==> src/rtl/mcse_lc_pkg.sv <==
// Shared types for the MCSE lifecycle-transition controller.
package mcse_lc_pkg;

    localparam int unsigned LC_RAW = 0;

    typedef enum logic [2:0] {
        ST_IDLE,
        ST_CHECK,
        ST_WAIT_AUTH,
        ST_COMMIT,
        ST_LOCKED
    } lc_fsm_e;

    typedef enum logic [1:0] {
        RESP_OK        = 2'b00,
        RESP_ILLEGAL   = 2'b01,
        RESP_AUTH_FAIL = 2'b10,
        RESP_TIMEOUT   = 2'b11
    } lc_resp_e;

endpackage

==> src/rtl/mcse_rr_arbiter.sv <==
// Combinational round-robin arbiter: grants the first requester at or after ptr,
// wrapping modulo N. The pointer register is owned by the caller.
module mcse_rr_arbiter #(
    parameter int unsigned N     = 2,
    localparam int unsigned IDX_W = (N > 1) ? $clog2(N) : 1
) (
    input  logic [N-1:0]     req,
    input  logic [IDX_W-1:0] ptr,
    output logic [N-1:0]     gnt,
    output logic [IDX_W-1:0] gnt_idx
);

    logic [N-1:0] w_req_hi;
    logic         w_found;

    // Search the upper segment [ptr, N) first, then wrap to [0, ptr).
    always_comb begin
        w_req_hi = '0;
        w_found  = 1'b0;
        gnt      = '0;
        gnt_idx  = '0;
        for (int i = 0; i < int'(N); i++) begin
            w_req_hi[i] = req[i] && (i >= int'(ptr));
        end
        for (int i = 0; i < int'(N); i++) begin
            if (!w_found && w_req_hi[i]) begin
                w_found = 1'b1;
                gnt[i]  = 1'b1;
                gnt_idx = IDX_W'(i);
            end
        end
        for (int i = 0; i < int'(N); i++) begin
            if (!w_found && req[i]) begin
                w_found = 1'b1;
                gnt[i]  = 1'b1;
                gnt_idx = IDX_W'(i);
            end
        end
    end

endmodule

==> src/rtl/mcse_lc_ctrl.sv <==
// Lifecycle-transition controller: round-robin request arbitration, forward-only
// transitions, ID authentication within a bounded window, sticky lockout on repeated failures.
module mcse_lc_ctrl
    import mcse_lc_pkg::*;
#(
    parameter int unsigned N_REQ    = 2,
    parameter int unsigned ID_W     = 256,
    parameter int unsigned LC_W     = 3,
    parameter int unsigned MAX_FAIL = 3,
    parameter int unsigned TIMEOUT  = 1024,
    localparam int unsigned IDX_W   = (N_REQ > 1) ? $clog2(N_REQ) : 1,
    localparam int unsigned FAIL_W  = $clog2(MAX_FAIL + 1),
    localparam int unsigned TMR_W   = $clog2(TIMEOUT)
) (
    input  logic                    clk,
    input  logic                    rst,
    input  logic [N_REQ-1:0]        req_valid,
    input  logic [N_REQ*LC_W-1:0]   req_target,
    input  logic [N_REQ*ID_W-1:0]   req_id,
    output logic [N_REQ-1:0]        req_ack,
    input  logic [ID_W-1:0]         auth_id,
    input  logic                    auth_valid,
    output logic                    resp_valid,
    output logic [1:0]              resp_code,
    output logic [IDX_W-1:0]        resp_idx,
    output logic [LC_W-1:0]         lc_state,
    output logic                    busy,
    output logic                    locked,
    output logic [FAIL_W-1:0]       fail_cnt
);

    lc_fsm_e             r_state;
    logic [LC_W-1:0]     r_lc_state;
    logic [FAIL_W-1:0]   r_fail_cnt;
    logic                r_locked;
    logic [N_REQ-1:0]    r_req_ack;
    logic                r_resp_valid;
    lc_resp_e            r_resp_code;
    logic [IDX_W-1:0]    r_resp_idx;
    logic                r_busy;
    logic [IDX_W-1:0]    r_ptr;
    logic [IDX_W-1:0]    r_idx;
    logic [LC_W-1:0]     r_target;
    logic [ID_W-1:0]     r_id;
    logic [TMR_W-1:0]    r_timer;

    logic [N_REQ-1:0]    w_gnt;
    logic [IDX_W-1:0]    w_gnt_idx;
    logic [IDX_W-1:0]    w_next_ptr;
    logic [LC_W-1:0]     w_tgt_arr [N_REQ];
    logic [ID_W-1:0]     w_id_arr  [N_REQ];
    logic [LC_W-1:0]     w_sel_target;
    logic [ID_W-1:0]     w_sel_id;
    logic [FAIL_W-1:0]   w_fail_inc;
    logic                w_fail_lock;
    logic                w_auth_match;
    logic                w_timer_last;

    mcse_rr_arbiter #(
        .N (N_REQ)
    ) u_arb (
        .req     (req_valid),
        .ptr     (r_ptr),
        .gnt     (w_gnt),
        .gnt_idx (w_gnt_idx)
    );

    for (genvar g = 0; g < int'(N_REQ); g++) begin : g_unpack
        assign w_tgt_arr[g] = req_target[g*LC_W +: LC_W];
        assign w_id_arr[g]  = req_id[g*ID_W +: ID_W];
    end

    // One-hot mux of the granted requester's payload.
    always_comb begin
        w_sel_target = '0;
        w_sel_id     = '0;
        for (int i = 0; i < int'(N_REQ); i++) begin
            if (w_gnt[i]) begin
                w_sel_target = w_tgt_arr[i];
                w_sel_id     = w_id_arr[i];
            end
        end
    end

    assign w_next_ptr   = (w_gnt_idx == IDX_W'(N_REQ - 1)) ? '0 : w_gnt_idx + IDX_W'(1);
    assign w_fail_inc   = r_fail_cnt + FAIL_W'(1);
    assign w_fail_lock  = (w_fail_inc == FAIL_W'(MAX_FAIL));
    assign w_auth_match = auth_valid && (auth_id == r_id);
    assign w_timer_last = (r_timer == TMR_W'(TIMEOUT - 1));

    always_ff @(posedge clk) begin
        if (rst) begin
            r_state      <= ST_IDLE;
            r_lc_state   <= LC_W'(LC_RAW);
            r_fail_cnt   <= '0;
            r_locked     <= 1'b0;
            r_req_ack    <= '0;
            r_resp_valid <= 1'b0;
            r_resp_code  <= RESP_OK;
            r_resp_idx   <= '0;
            r_busy       <= 1'b0;
            r_ptr        <= '0;
            r_idx        <= '0;
            r_target     <= '0;
            r_id         <= '0;
            r_timer      <= '0;
        end else begin
            r_req_ack    <= '0;
            r_resp_valid <= 1'b0;
            unique case (r_state)
                ST_IDLE: begin
                    if (|req_valid) begin
                        r_req_ack <= w_gnt;
                        r_idx     <= w_gnt_idx;
                        r_target  <= w_sel_target;
                        r_id      <= w_sel_id;
                        r_ptr     <= w_next_ptr;
                        r_busy    <= 1'b1;
                        r_state   <= ST_CHECK;
                    end
                end
                ST_CHECK: begin
                    if (r_target > r_lc_state) begin
                        r_timer <= '0;
                        r_state <= ST_WAIT_AUTH;
                    end else begin
                        r_resp_valid <= 1'b1;
                        r_resp_code  <= RESP_ILLEGAL;
                        r_resp_idx   <= r_idx;
                        r_busy       <= 1'b0;
                        r_state      <= ST_IDLE;
                    end
                end
                ST_WAIT_AUTH: begin
                    // An auth on the final window edge wins over the timeout.
                    if (w_auth_match) begin
                        r_state <= ST_COMMIT;
                    end else if (auth_valid || w_timer_last) begin
                        r_fail_cnt   <= w_fail_inc;
                        r_resp_valid <= 1'b1;
                        r_resp_code  <= auth_valid ? RESP_AUTH_FAIL : RESP_TIMEOUT;
                        r_resp_idx   <= r_idx;
                        if (w_fail_lock) begin
                            r_locked <= 1'b1;
                            r_state  <= ST_LOCKED;
                        end else begin
                            r_busy   <= 1'b0;
                            r_state  <= ST_IDLE;
                        end
                    end else begin
                        r_timer <= r_timer + TMR_W'(1);
                    end
                end
                ST_COMMIT: begin
                    r_lc_state   <= r_target;
                    r_fail_cnt   <= '0;
                    r_resp_valid <= 1'b1;
                    r_resp_code  <= RESP_OK;
                    r_resp_idx   <= r_idx;
                    r_busy       <= 1'b0;
                    r_state      <= ST_IDLE;
                end
                ST_LOCKED: begin
                    r_locked <= 1'b1;
                end
                default: begin
                    r_busy  <= 1'b0;
                    r_state <= ST_IDLE;
                end
            endcase
        end
    end

    assign req_ack    = r_req_ack;
    assign resp_valid = r_resp_valid;
    assign resp_code  = r_resp_code;
    assign resp_idx   = r_resp_idx;
    assign lc_state   = r_lc_state;
    assign busy       = r_busy;
    assign locked     = r_locked;
    assign fail_cnt   = r_fail_cnt;

endmodule

==> config.mk <==
export PLATFORM = sky130hd
export DESIGN_NAME = mcse_lc_ctrl
export DESIGN_NICKNAME = d
export VERILOG_FILES = /design/src/rtl/mcse_lc_pkg.sv /design/src/rtl/mcse_rr_arbiter.sv /design/src/rtl/mcse_lc_ctrl.sv
export SDC_FILE = /design/constraint.sdc
export NUM_CORES = 1
export LEC_CHECK = 0
export CAP_MARGIN = 5
export CORE_AREA = 3 3 308 310
export DETAILED_ROUTE_END_ITERATION = 7
export DIE_AREA = 0 0 311 313
export PLACE_DENSITY = 0.52
export SKIP_CTS_REPAIR_TIMING = 1
export SLEW_MARGIN = 15
export SYNTH_ARGS = -nofsm -noshare
export SYNTH_HDL_FRONTEND = slang
export SYNTH_SLANG_ARGS = --single-unit
==> constraint.sdc <==
create_clock -name clk -period 4.8 [get_ports clk]
set_input_delay 0.96 -clock clk [delete_from_list [all_inputs] [get_ports clk]]
set_output_delay 0.96 -clock clk [all_outputs]
set_load 0.05 [all_outputs]
# After elaboration in Yosys (flattened, before gate mapping)
# Cells that the tools add are included.
# word_totals
elab_cells,110
out_inout_bits,13
inputBits,779
register_bits,287
# op_classes
n_reduce_logical,23
bitwise_logic,3
mux,49
n_lt_le_gt_ge,2
eq_ne,16
addsub,3
# op_table
cell,count
two-way mux 256 bit,2
== test 256 bit,1
two-way mux 10 bit,3
two-way mux 1 bit,24
case mux 10 bit (2 select lines),1
two-way mux 3 bit,6
inequality test 2 bit (second input constant),8
two-way mux 2 bit,6
case mux 3 bit (4 select lines),1
AND reduction 4 bit,3
adder 10 x 1 -> 10 bit (second input constant),1
== test 10 bit (second input constant),1
== test 3 x 2 -> 1 bit (second input constant),2
case mux 1 bit (3 select lines),2
case mux 2 bit (3 select lines),1
AND reduction 3 bit,2
AND reduction 6 bit,1
nonzero test 2 bit,3
logical AND 1 bit,5
case mux 1 bit (4 select lines),1
case mux 2 bit (2 select lines),1
== test 3 x 1 -> 1 bit (second input constant),1
== test 3 bit (second input constant),1
> comparator 3 bit,1
14 further kinds,18

# Depth between registers and ports, before layout
# depth
depth_word,14
ltp_mapped,11
ltp_nobuf,10

# Hierarchy
# From an unflattened synthesis, not the netlist that was laid out.
# hier_totals
cells_unflattened,1830
hier_area_um2,15214.6
# modules_own_cells
module,seq_area_each_um2,instances,area_per_inst_um2,cells_per_inst
mcse_lc_ctrl,5745.5,1,15188.3,1826
mcse_rr_arbiter,0.0,1,26.3,4

# Worst setup path after synthesis
# No wires, ideal clock.
# synth_timing
path_type,input port to flip-flop
start,input port auth_id[111]
end,"register r_locked, in the netlist locked"
t_required_ps,4668
setup_ps,132
t_arrival_ps,2878
path_slack_ps,1790
n_path_buf,0
stages,8
path_cell_list,and2b_1 > a2111o_1 > nor4_1 > nand4_1 > or4_4 > or2_1 > a22oi_1 > a21oi_1
# synth_via
elab_chain_len,4
# synth_lines
item,line,text
from (decl),mcse_lc_ctrl.sv:21,"input logic [ID_W-1:0] auth_id,"
== test 256 bit,mcse_lc_ctrl.sv:88,assign w_auth_match = auth_valid && (auth_id == r_id);
logical AND 1 bit,mcse_lc_ctrl.sv:88,
inequality test 2 bit (no line),--,
AND reduction 4 bit (no line),--,
to (signal assigned),mcse_lc_ctrl.sv:96,r_locked <= 1'b0;
to (signal assigned),mcse_lc_ctrl.sv:144,r_locked <= 1'b1;
to (signal assigned),mcse_lc_ctrl.sv:164,r_locked <= 1'b1;
to (decl),mcse_lc_ctrl.sv:35,logic r_locked;
# Every way passes these cells.
# A chain may end at the register's enable or synchronous reset.

# Worst setup path after layout
# layout_timing
start,input port auth_id[240]
end,"register r_locked, in the netlist locked"
# Same word-level chain as after synthesis.

==> metrics.md <==
| Metric | Value |
|---|---|
| Layout cells sized above 1 | 0.0412 |
| CTS tree | yes |
| Via Count | 18440 |
| Die Ht | approximately 310 µm |
| IR drop worst, VDD | about 210 µV |
| Final Instance Area | between 20000 and 30000 µm² |
| Synth cell count leaders | 537 x nand2_1, 287 x dfxtp_1, 269 x nand3_1 |
| H-tree depth | 2 |
| Worst setup SP type | input pin |
| GRT overflow | 0 |
| Global-route wire length before repair | 157 mm |
| Vias in the first global route | around 18000 |
| Synth area leader | dfxtp_1 |
| Die width | about 310 µm |
| NumNets Final | about 3600 |
| Min Tclk post-route | 4.69 ns |
| Clk buf depth | 3 |
| Total GRT Usage | 0.235 |
| Root Driver | clkbuf_16 |
| Vias per inst | roughly 4.5 |
| LEAKAGE | about 8.7 nW |
| Seq/Total Area, Yosys | 0.376 |
| Top FF cell, synth | dfxtp_1 |
| IO Pins | between 700 and 800 |
| Slew @ Worst Pin | around 1.2 ns |
| Netlist Area Pre-Place | 15300 µm² |
| Final wirelength | about 120 mm |
| Pre-CTS WS | -0.238 ns |
| Critical-path cell list | clkdlybuf4s50_1, xnor2_1, nand4_1, nor4_1, nand4_1, or4_1, or2_1, a22oi_1, a21oi_1 |
| Worst-path maximum fanout | 4 |
| Placed Area | 24600 µm² |
| CP most frequent cell | nand4_1 |
| Top-area cell type share of the netlist area | 0.376 |
| Synth Area per Inst | about 7.4 µm² |
| PD cells | ~320 nW/µm² |
| DIE AREA | slightly below 100000 µm² |
| Ys Warns | 0 |
| Gpl congestion | 0.883 |
| DR WL/cell | 29.3 µm |
| Pre-Repair DR Iteration Count | 5 |
| Fin cells | 4086 |
| Slew Viols, Final | 0 |
| Hold Path Class | flip-flop to flip-flop |
| CP max-delay cell | nor4_1 |
| Most frequent cell after synthesis | nand2_1 |
| Setup crit end kind | flip-flop |
| CP max stage delay | 1.00 ns |
| Row count | 111 |
| Dpl hpwl | about 98 mm |
| CTS clk-pin slew, worst paths | 0.06 ns |
| Largest net degree at the start of global routing | 139 |
| CP Buf/Inv Count | 1 |
| Post-synth ARST share | 0 |
| Post-Syn Nets | roughly 2900 |
| Clk_skew | around 0.012 ns |
| # setup viols final | 0 |
| Synth area leaders | dfxtp_1 38%, nand2_1 13%, a31oi_1 11% |
| PnR worst setup slack | ~0.11 ns |
| CP delay by family, top | simple AND/OR/NAND/NOR gates |
| Synth-to-layout area growth | 70.7% |
| Max Cap Viol | 0 |
| Port bufs | a little under 800 |
| Core footprint | 91900 µm² |
| Worst skew pair latency | roughly 0.58 ns |
| Initial antenna violation count | 74 |
| Seq cells post-synth | about 290 |
| Sink Count | roughly 290 |
| Drt drc | 0 |
| Hold_ws | 0.473 ns |
| Final Hold Vio Count | 0 |
| Post-layout util | 0.283 |
| Antenna viol nets, final | 0 |
| Critical path data arrival time | 5.11 ns |
| Achievable Freq | 213 MHz |
| Critical path class | input pin to flip-flop |
| Inserted Clock Buffers | ~40 |
| Starting Density | 0.166 |
| Unrepaired setup endpoints after global routing | false |
| Synthesized instance count | 2070 |
| Tcrit/Tclk final | 0.977 |
| Worst path required time | ~5.2 ns |
| DRT iter0 DRCs | 1469 |
| Setup total negative slack | 0 ns |
| EDFF count, synth | 0 |
| Status | completed |
| Unique cell type count in the Yosys netlist | 48 |
| Slew Limit Headroom | 0.176 |
| Cells after DPL | around 4000 |
| Power Total | approximately 8.5 mW |
-- worst min-delay path, delay by kind of cell (launching register included) --
kind             cells  cell delay [ns]
flip-flops           1             0.32
AO/OA/AOI/OAI        1             0.05
AND/OR/NAND/NOR      1             0.06
-- placed cells by master (no fill, tap or decap), types with 4 or more instances in the layout --
cell type and instances:
dfxtp_1 287, buf_12 11, o22ai_1 17, a21oi_1 19, clkbuf_8 7, clkinv_2 5
nand2b_1 43, ha_1 5, xor2_1 18, nor3_1 4, nand2_1 536, nand4b_1 5
nand4_1 38, and3_1 5, buf_4 26, bufinv_16 4, nor4_1 27, nor2_1 23
o21ai_0 8, xnor2_1 142, clkbuf_1 9, a2111o_1 21, clkbuf_16 43, and2b_2 7
diode_2 28, inv_1 63, nor2b_1 60, clkdlybuf4s50_1 790, a31oi_1 263, o2111ai_1 14
nand3_1 269
-- sequential cells by signal (all words and copies together), names as in the netlist --
name        flops
r_id          256
r_timer        10
lc_state        3
r_state         3
r_target        3
fail_cnt        2
req_ack         2
resp_code       2
busy            1
locked          1
r_idx           1
r_ptr           1
resp_idx        1
resp_valid      1
-- where the power goes --
part           leakage, nW  internal (mW)  total [mW]  switching [mW]
Combinational         5.67           1.07        2.34            1.27
Sequential            2.36           2.63        2.92           0.289
Clock                0.672           1.95        3.21            1.26
Total                 8.69           5.64        8.47            2.82
-- logic make-up (layout without fill, tap and decap cells) --
| kind of cell | Yosys count | in the layout | share of synthesized area |
|---|---|---|---|
| xor+xnor | 160 | 160 | 0.0918 |
| flops | 287 | 287 | 0.376 |
| fa+ha+maj | 5 | 5 | 0.00410 |
| simple gates | 1038 | 1038 | 0.315 |
| other cells | 0 | 28 | 0 |
| compound gates | 364 | 364 | 0.159 |
| mux | 1 | 1 | 0.000656 |
| buf+inv | 215 | 960 | 0.0529 |
-- per-layer routing --
layer / up-vias / wire length (µm) / track usage
li1: 8705 / - / -
met5: - / 386 / 0
met2: 774 / 55600 / 0.381
met3: 175 / 11300 / 0.0844
met1: 8724 / 49400 / 0.291
met4: 62 / 2800 / 0.0686
-- path summary, 6_finish.rpt --
check,startpoint,endpoint,slack [ns],depth (start not counted)
hold / removal,r_timer[3]$_SDFFE_PP0P_,r_timer[3]$_SDFFE_PP0P_,0.47,2
hold reg to reg,r_timer[3]$_SDFFE_PP0P_,r_timer[3]$_SDFFE_PP0P_,0.47,2
setup reg to reg,r_id[240]$_SDFFE_PP0P_,locked$_SDFFE_PP0P_,0.58,8
setup / recovery,auth_id[240],locked$_SDFFE_PP0P_,0.11,9
-- final cells by class --
class	instances	area (µm²)
Antenna cell	28	70.1
Multi-Input combinational cell	1568	8740
Inverter	63	236
Sequential cell	287	5750
Clock inverter	10	154
Fill cell	10113	65900
Timing Repair Buffer	828	8340
Clock buffer	59	1210
Tap cell	1243	1560
No activity file was read; power rests on OpenSTA's default activity.
